--- src/rtl/hdmi_pkg.sv ---
// Shared HDMI definitions: receive FSM states, default
// 720p timing and saturating counter helpers.
package hdmi_pkg;

    localparam int CNT_W       = 13;
    localparam int HACTIVE_DEF = 1280;
    localparam int VACTIVE_DEF = 720;

    typedef logic [CNT_W-1:0] cnt_t;

    localparam cnt_t CNT_MAX = '1;

    typedef enum logic [1:0] {
        ST_SEEK   = 2'd0,
        ST_ARMED  = 2'd1,
        ST_STREAM = 2'd2,
        ST_DROP   = 2'd3
    } rx_state_e;

    function automatic cnt_t sat_inc(input cnt_t v);
        return (v == CNT_MAX) ? v : v + cnt_t'(1);
    endfunction

endpackage

--- src/rtl/hdmi_rx_if.sv ---
// Pixel stream source bundle (no backpressure): the sink
// must accept every valid beat.
interface hdmi_rx_if #(
    parameter int DATA_WIDTH = 32
);
    logic                  aso_src_valid_o;
    logic [DATA_WIDTH-1:0] aso_src_data_o;
    logic                  aso_src_startofpacket_o;
    logic                  aso_src_endofpacket_o;

    modport master (
        output aso_src_valid_o,
        output aso_src_data_o,
        output aso_src_startofpacket_o,
        output aso_src_endofpacket_o
    );

    modport slave (
        input aso_src_valid_o,
        input aso_src_data_o,
        input aso_src_startofpacket_o,
        input aso_src_endofpacket_o
    );
endinterface

--- src/rtl/hdmi_rx_measure.sv ---
// Video timing measurement: line length, line period,
// lines per frame and frame timing error flag.
module hdmi_rx_measure
    import hdmi_pkg::*;
#(
    parameter int HACTIVE = HACTIVE_DEF,
    parameter int VACTIVE = VACTIVE_DEF
) (
    input  logic clk,
    input  logic rst,
    input  logic de_i,
    input  logic line_start_i,
    input  logic line_end_i,
    input  logic hs_fall_i,
    input  logic frame_start_i,
    output cnt_t h_active_o,
    output cnt_t h_total_o,
    output cnt_t v_active_o,
    output logic timing_err_o
);

    localparam cnt_t H_LIM = cnt_t'(HACTIVE);
    localparam cnt_t V_LIM = cnt_t'(VACTIVE);

    cnt_t de_len_q, de_len_d;
    cnt_t ht_cnt_q, ht_cnt_d;
    cnt_t h_active_q, h_active_d;
    cnt_t h_total_q, h_total_d;
    cnt_t lines_q, lines_d;
    cnt_t v_active_q, v_active_d;
    logic bad_q, bad_d;
    logic seen_q, seen_d;
    logic err_q, err_d;
    cnt_t lines_now;
    logic bad_now;

    // Next-state for all measurement counters and results
    always_comb begin
        de_len_d = de_len_q;
        if (line_start_i)
            de_len_d = cnt_t'(1);
        else if (de_i)
            de_len_d = sat_inc(de_len_q);
        ht_cnt_d   = hs_fall_i ? cnt_t'(1) : sat_inc(ht_cnt_q);
        h_total_d  = hs_fall_i ? ht_cnt_q : h_total_q;
        h_active_d = line_end_i ? de_len_q : h_active_q;
        lines_now  = line_end_i ? sat_inc(lines_q) : lines_q;
        bad_now    = bad_q | (line_end_i && de_len_q != H_LIM);
        lines_d    = lines_now;
        bad_d      = bad_now;
        seen_d     = seen_q;
        v_active_d = v_active_q;
        err_d      = err_q;
        if (frame_start_i) begin
            lines_d = '0;
            bad_d   = 1'b0;
            seen_d  = 1'b1;
            // the partial frame before the first frame start is not judged
            if (seen_q) begin
                v_active_d = lines_now;
                err_d      = (lines_now != V_LIM) | bad_now;
            end
        end
    end

    // Measurement state registers
    always_ff @(posedge clk or posedge rst) begin
        if (rst) begin
            de_len_q   <= '0;
            ht_cnt_q   <= '0;
            h_active_q <= '0;
            h_total_q  <= '0;
            lines_q    <= '0;
            v_active_q <= '0;
            bad_q      <= 1'b0;
            seen_q     <= 1'b0;
            err_q      <= 1'b0;
        end else begin
            de_len_q   <= de_len_d;
            ht_cnt_q   <= ht_cnt_d;
            h_active_q <= h_active_d;
            h_total_q  <= h_total_d;
            lines_q    <= lines_d;
            v_active_q <= v_active_d;
            bad_q      <= bad_d;
            seen_q     <= seen_d;
            err_q      <= err_d;
        end
    end

    assign h_active_o   = h_active_q;
    assign h_total_o    = h_total_q;
    assign v_active_o   = v_active_q;
    assign timing_err_o = err_q;

endmodule

--- src/rtl/hdmi_rx.sv ---
// HDMI receiver front end: frame capture FSM and pixel
// stream output with two-cycle pin-to-output latency.
module hdmi_rx
    import hdmi_pkg::*;
#(
    parameter int DATA_WIDTH = 32,
    parameter int HACTIVE    = HACTIVE_DEF,
    parameter int VACTIVE    = VACTIVE_DEF
) (
    input  logic       pixel_clk,
    input  logic       reset,
    input  logic       data_enable,
    input  logic       hsync,
    input  logic       vsync,
    input  logic [7:0] data_r,
    input  logic [7:0] data_g,
    input  logic [7:0] data_b,
    input  logic       capture_en,
    hdmi_rx_if.master  src,
    output logic       frame_active_o,
    output cnt_t       h_active_o,
    output cnt_t       h_total_o,
    output cnt_t       v_active_o,
    output logic       timing_err_o
);

    localparam cnt_t H_LIM = cnt_t'(HACTIVE);
    localparam cnt_t V_LIM = cnt_t'(VACTIVE);

    logic de_q, hs_q, vs_q, cap_q;
    logic de_p_q, hs_p_q, vs_p_q;
    logic [23:0] pix_q;
    rx_state_e state_q, state_d;
    cnt_t pix_cnt_q, pix_cnt_d;
    cnt_t line_cnt_q, line_cnt_d;
    cnt_t pix_idx;
    logic frame_start, line_start, line_end, hs_fall;
    logic in_win, last_pix;
    logic valid_q, valid_d, sop_q, sop_d, eop_q, eop_d;
    logic [DATA_WIDTH-1:0] data_q, data_d;

    // Register pins once; keep a second copy for edge detection
    always_ff @(posedge pixel_clk or posedge reset) begin
        if (reset) begin
            de_q   <= 1'b0;
            hs_q   <= 1'b0;
            vs_q   <= 1'b0;
            cap_q  <= 1'b0;
            de_p_q <= 1'b0;
            hs_p_q <= 1'b0;
            vs_p_q <= 1'b0;
            pix_q  <= '0;
        end else begin
            de_q   <= data_enable;
            hs_q   <= hsync;
            vs_q   <= vsync;
            cap_q  <= capture_en;
            de_p_q <= de_q;
            hs_p_q <= hs_q;
            vs_p_q <= vs_q;
            pix_q  <= {data_b, data_g, data_r};
        end
    end

    assign frame_start = vs_p_q & ~vs_q;
    assign line_start  = de_q & ~de_p_q;
    assign line_end    = ~de_q & de_p_q;
    assign hs_fall     = hs_p_q & ~hs_q;

    // Pixel/line position of the sample currently in stage 1
    always_comb begin
        pix_idx   = line_start ? '0 : pix_cnt_q;
        pix_cnt_d = pix_cnt_q;
        if (line_start)
            pix_cnt_d = cnt_t'(1);
        else if (de_q)
            pix_cnt_d = sat_inc(pix_cnt_q);
        line_cnt_d = line_cnt_q;
        if (frame_start)
            line_cnt_d = '0;
        else if (line_end)
            line_cnt_d = sat_inc(line_cnt_q);
        // frame start wins over a coincident pixel
        in_win   = de_q & ~frame_start & (pix_idx < H_LIM);
        last_pix = (pix_idx == H_LIM - 1) && (line_cnt_q == V_LIM - 1);
    end

    // State and position counters
    always_ff @(posedge pixel_clk or posedge reset) begin
        if (reset) begin
            state_q    <= ST_SEEK;
            pix_cnt_q  <= '0;
            line_cnt_q <= '0;
        end else begin
            state_q    <= state_d;
            pix_cnt_q  <= pix_cnt_d;
            line_cnt_q <= line_cnt_d;
        end
    end

    // Next-state: capture_en only matters at frame start
    always_comb begin
        state_d = state_q;
        unique case (state_q)
            ST_ARMED:  if (in_win) state_d = ST_STREAM;
            ST_STREAM: if (in_win && last_pix) state_d = ST_DROP;
            default:   state_d = state_q;
        endcase
        if (frame_start)
            state_d = cap_q ? ST_ARMED : ST_DROP;
    end

    // Output beat decode for the stage-1 sample
    always_comb begin
        valid_d = in_win && (state_q == ST_ARMED || state_q == ST_STREAM);
        sop_d   = in_win && (state_q == ST_ARMED);
        eop_d   = valid_d && last_pix;
        data_d  = '0;
        if (valid_d)
            data_d[23:0] = pix_q;
    end

    // Output register
    always_ff @(posedge pixel_clk or posedge reset) begin
        if (reset) begin
            valid_q <= 1'b0;
            sop_q   <= 1'b0;
            eop_q   <= 1'b0;
            data_q  <= '0;
        end else begin
            valid_q <= valid_d;
            sop_q   <= sop_d;
            eop_q   <= eop_d;
            data_q  <= data_d;
        end
    end

    assign src.aso_src_valid_o         = valid_q;
    assign src.aso_src_data_o          = data_q;
    assign src.aso_src_startofpacket_o = sop_q;
    assign src.aso_src_endofpacket_o   = eop_q;
    assign frame_active_o = (state_q == ST_ARMED) || (state_q == ST_STREAM);

    hdmi_rx_measure #(
        .HACTIVE(HACTIVE),
        .VACTIVE(VACTIVE)
    ) u_measure (
        .clk          (pixel_clk),
        .rst          (reset),
        .de_i         (de_q),
        .line_start_i (line_start),
        .line_end_i   (line_end),
        .hs_fall_i    (hs_fall),
        .frame_start_i(frame_start),
        .h_active_o   (h_active_o),
        .h_total_o    (h_total_o),
        .v_active_o   (v_active_o),
        .timing_err_o (timing_err_o)
    );

endmodule

--- src/flat_wrapper.sv ---
// flat-port wrapper written by rule: the top's interface ports become plain ports
module hdmi_rx_flat import hdmi_pkg::*;
#(
    parameter int DATA_WIDTH = 32,
    parameter int HACTIVE    = HACTIVE_DEF,
    parameter int VACTIVE    = VACTIVE_DEF
)
  (pixel_clk, reset, data_enable, hsync, vsync, data_r, data_g, data_b, capture_en, frame_active_o, h_active_o, h_total_o, v_active_o, timing_err_o, src_aso_src_valid_o, src_aso_src_data_o, src_aso_src_startofpacket_o, src_aso_src_endofpacket_o);
  hdmi_rx_if #(.DATA_WIDTH(DATA_WIDTH)) src_i ();
  input  logic pixel_clk;
  input  logic reset;
  input  logic data_enable;
  input  logic hsync;
  input  logic vsync;
  input  logic [7:0] data_r;
  input  logic [7:0] data_g;
  input  logic [7:0] data_b;
  input  logic capture_en;
  output logic frame_active_o;
  output cnt_t h_active_o;
  output cnt_t h_total_o;
  output cnt_t v_active_o;
  output logic timing_err_o;
  output wire logic [$bits(src_i.aso_src_valid_o)-1:0] src_aso_src_valid_o;
  output wire logic [$bits(src_i.aso_src_data_o)-1:0] src_aso_src_data_o;
  output wire logic [$bits(src_i.aso_src_startofpacket_o)-1:0] src_aso_src_startofpacket_o;
  output wire logic [$bits(src_i.aso_src_endofpacket_o)-1:0] src_aso_src_endofpacket_o;
  assign src_aso_src_valid_o = src_i.aso_src_valid_o;
  assign src_aso_src_data_o = src_i.aso_src_data_o;
  assign src_aso_src_startofpacket_o = src_i.aso_src_startofpacket_o;
  assign src_aso_src_endofpacket_o = src_i.aso_src_endofpacket_o;
  hdmi_rx #(.DATA_WIDTH(DATA_WIDTH), .HACTIVE(HACTIVE), .VACTIVE(VACTIVE)) u_core (.pixel_clk(pixel_clk), .reset(reset), .data_enable(data_enable), .hsync(hsync), .vsync(vsync), .data_r(data_r), .data_g(data_g), .data_b(data_b), .capture_en(capture_en), .src(src_i), .frame_active_o(frame_active_o), .h_active_o(h_active_o), .h_total_o(h_total_o), .v_active_o(v_active_o), .timing_err_o(timing_err_o));
endmodule
--- config.mk ---
export PLATFORM = sky130hd
export DESIGN_NAME = hdmi_rx_flat
export DESIGN_NICKNAME = d
export VERILOG_FILES = /design/src/rtl/hdmi_pkg.sv /design/src/rtl/hdmi_rx_if.sv /design/src/rtl/hdmi_rx_measure.sv /design/src/rtl/hdmi_rx.sv /design/src/flat_wrapper.sv
export SDC_FILE = /design/constraint.sdc
export NUM_CORES = 1
export LEC_CHECK = 0
export CORE_ASPECT_RATIO = 1.5
export CORE_MARGIN = 4
export CORE_UTILIZATION = 45
export DETAILED_ROUTE_END_ITERATION = 12
export GPL_TIMING_DRIVEN = 0
export PLACE_DENSITY = 0.68
export RECOVER_POWER = 100
export SLEW_MARGIN = 20
export SYNTH_ARGS = -nofsm -noshare
export SYNTH_HDL_FRONTEND = slang
export SYNTH_SLANG_ARGS = --single-unit
export TNS_END_PERCENT = 1
--- constraint.sdc ---
create_clock -name pixel_clk -period 8.1 [get_ports pixel_clk]
set_input_delay 1.62 -clock pixel_clk [delete_from_list [all_inputs] [get_ports pixel_clk]]
set_output_delay 1.62 -clock pixel_clk [all_outputs]
set_load 0.01 [all_outputs]
==> run metrics <==
sequential area share after synthesis around 60%; drt first pass iters 4; Crit. End Element async pin; I/O pin count around 110; Worst-Margin Slew roughly 3.8 ns; Die Y 161 um; clock slew at reported path FFs 0.06 ns; clock buffer count from CTS 17; Yosys top cell area share between 50% and 60%; Critical Path AT 4.36 ns; max_cap viols 1; Post-CTS Setup Bufs 0; slowest stage cell, crit path clkinvlp_2; final hold vios 0; peak supply drop around 0.14 mV; Mapped Cells 673; DP Wirelength 10.7 mm; Pwr Total 0.00205 W; iteration-0 DRC count of the detailed router 167; H-Tree Depth 4; area grow syn2layout 26.1%; max_slew headroom -153%; initial antenna violation count 0; Worst EP required ~8.0 ns; die width 110 um; Startpoint Class primary input; Tcrit/Tclk final between 50% and 60%; number of synthesized flops with an enable pin 0; Critical Path Fanout Max 86; violated checks max-capacitance violations, max-slew violations; nets 835; Total Routed Length 14.7 mm; Synth area leader dfrtp_1; Min Clock Period, post-route 4.48 ns; Distinct cells, synth 57; RSZ-0062 raised after global routing false; gr usage total 18.1%; LEAKAGE 4.11 nW; vias in the first global route 5385; Post-CTS Hold Fix Bufs 0; Core ar. 15100 um2; detail-routed net length per standard cell 14.5 um; Synth Cell Area 6990 um2; Crit Path Class primary input to async pin; first-pass GRT wire length 25.6 mm; Worst Skew 0.0116 ns; share of cells above drive strength 1 ~5.9%; Antenna Cells 0; Clock Path Buffers 2; clk_lat worst skew 0.42 ns; synthesis-stage register bit count ~170; Clock Sinks 167; setup violators final 0; CTS resizes 0; most common cell after layout, fill and taps aside dfrtp_1; crit path buf inv count 2; # port buffers 97; DRT antenna net count 0; Fin Hold WS between 0.4 and 0.5 ns; TNS Setup 0 ns; top_reg_cell synth dfrtp_1; GRT overflow 0; Starting Density between 40% and 50%; via count 5231; Power Density 233 nW/um2; HP Class flip-flop to flip-flop; synth top area cells dfrtp_1 60%, nand2_1 6.3%, nor2_1 3.3%, and2_1 2.7%, o21ai_0 2.6%; most frequent cells in the layout 167 x dfrtp_1, 117 x nand2_1, 97 x dlygate4sd3_1, 62 x nor2_1, 37 x o21ai_0; DIE AREA 17600 um2; GPL Wtd Cong between 0.8 and 0.9; drc violations 0; fin. max-slew vios 86; CP Cell Sequence dlygate4sd3_1 > clkinvlp_2; Filler Cells Inserted about 1300; largest net degree at the start of global routing slightly below 90; CTS tree built; FFs w/ async S/R, synth 100%; kind of cell adding the most delay to the critical path buffers and inverters; syn avg cell area 10.4 um2; yosys warns 0; root buffer cell clkbuf_16; Worst path max stage delay 2.09 ns; Site Rows 55; status complete, but fails checks; f_max 223 MHz; routed vias/inst 5.18
## cell families (layout without fill, tap and decap cells)
kind of cell	after synthesis	after routing	share of synthesized area [%]
compound gates	98	98	8.74
simple gates	317	317	22.4
xor+xnor	28	28	3.51
flops	167	167	59.8
fa+ha+maj	8	8	1.43
other cells	1	8	0.0537
mux	7	7	1.04
buf+inv	47	177	3.01
## per-layer routing
| layer | track usage [%] | up-vias | wire length [um] |
|---|---|---|---|
| met5 | 0 | - | 0 |
| met4 | 6.30 | 0 | 216 |
| met3 | 5.67 | 17 | 941 |
| met2 | 31.1 | 136 | 7620 |
| met1 | 21.0 | 2537 | 5900 |
| li1 | - | 2541 | - |
## layout make-up
cell class / instances / area, um2 / area share (%)
tap: 199 / 249 / 2.83
clock inverter: 14 / 136 / 1.55
buffer: 34 / 158 / 1.79
inverter: 13 / 50.0 / 0.568
multi-input combinational: 466 / 2600 / 29.5
timing repair buffer: 98 / 998 / 11.3
sequential: 167 / 4180 / 47.4
clock buffer: 18 / 439 / 4.98
## power breakdown
part	switching (W)	total, W	internal (W)
Clock	0.000346	0.000786	0.000440
Sequential	0.0000522	0.000964	0.000912
Combinational	0.000163	0.000305	0.000141
Total	0.000562	0.00205	0.00149
## Yosys cell counts (2+ instances only)
master     instances
o21ai_1            2
clkbuf_1          21
nand4b_1           2
nand2_1          117
o31ai_1            2
ha_1               8
nor2b_1            6
a31oi_1            6
nor4b_1            3
a41o_1             2
and4_1             5
dfrtp_1          167
nand4_1           16
buf_4              8
or4_1              3
nand3_1           19
o21ai_0           36
nor3b_1            2
and3b_1            2
a211oi_1           6
or3_1             12
nor4_1             5
or4b_1             2
and2_1            30
a21oi_1           24
mux2i_1            5
mux2_2             2
nor2_1            62
o2111ai_1          2
inv_1             13
nand2b_1           8
o31ai_2            2
buf_1              2
o41ai_1            2
buf_2              3
and3_1             9
xor2_1            16
xnor2_1           12
nor3_1             8
o211ai_1           4
## metrics by stage
stage	cells	cell area (um2)	utilization [%]	setup WS [ns]
2_1_floorplan	680	7010	-	1.96
3_3_place_gp	976	8230	54.4	0.0302
3_5_place_dp	977	8270	54.6	5.10
4_1_cts	1009	8840	58.4	4.64
5_1_grt	1009	8810	58.2	2.97
6_report	1009	8810	58.2	3.62
## worst paths after layout
check / to / cells past startpoint / slack (ns) / start
min in group asynchronous: u_core.u_measure.h_total_o[11]$_DFFE_PP0P_ / 2 / 2.76 / reset
min reg2reg: u_core.hs_p_q$_DFF_PP0_ / 0 / 0.40 / u_core.hs_q$_DFF_PP0_
max in group pixel_clk: frame_active_o / 4 / 4.61 / u_core.state_q[0]$_DFFE_PP0P_
max reg2reg: u_core.line_cnt_q[9]$_DFFE_PP0P_ / 7 / 5.58 / u_core.line_cnt_q[0]$_DFFE_PP0P_
min: u_core.hs_p_q$_DFF_PP0_ / 0 / 0.40 / u_core.hs_q$_DFF_PP0_
max: u_core.u_measure.h_active_o[12]$_DFFE_PP0P_ / 2 / 3.62 / reset
## registers in the layout, summed over array words and instances (netlist names), 2 cells and up
register and flops:
u_core.line_cnt_q 13, u_core.pix_cnt_q 13, u_core.pix_q 24, u_core.src.aso_src_data_o 24, u_core.state_q 2, u_core.u_measure.de_len_q 13, u_core.u_measure.h_active_o 13, u_core.u_measure.h_total_o 13
u_core.u_measure.ht_cnt_q 13, u_core.u_measure.lines_q 13, u_core.u_measure.v_active_o 13
No activity file was read; power rests on OpenSTA's default activity.
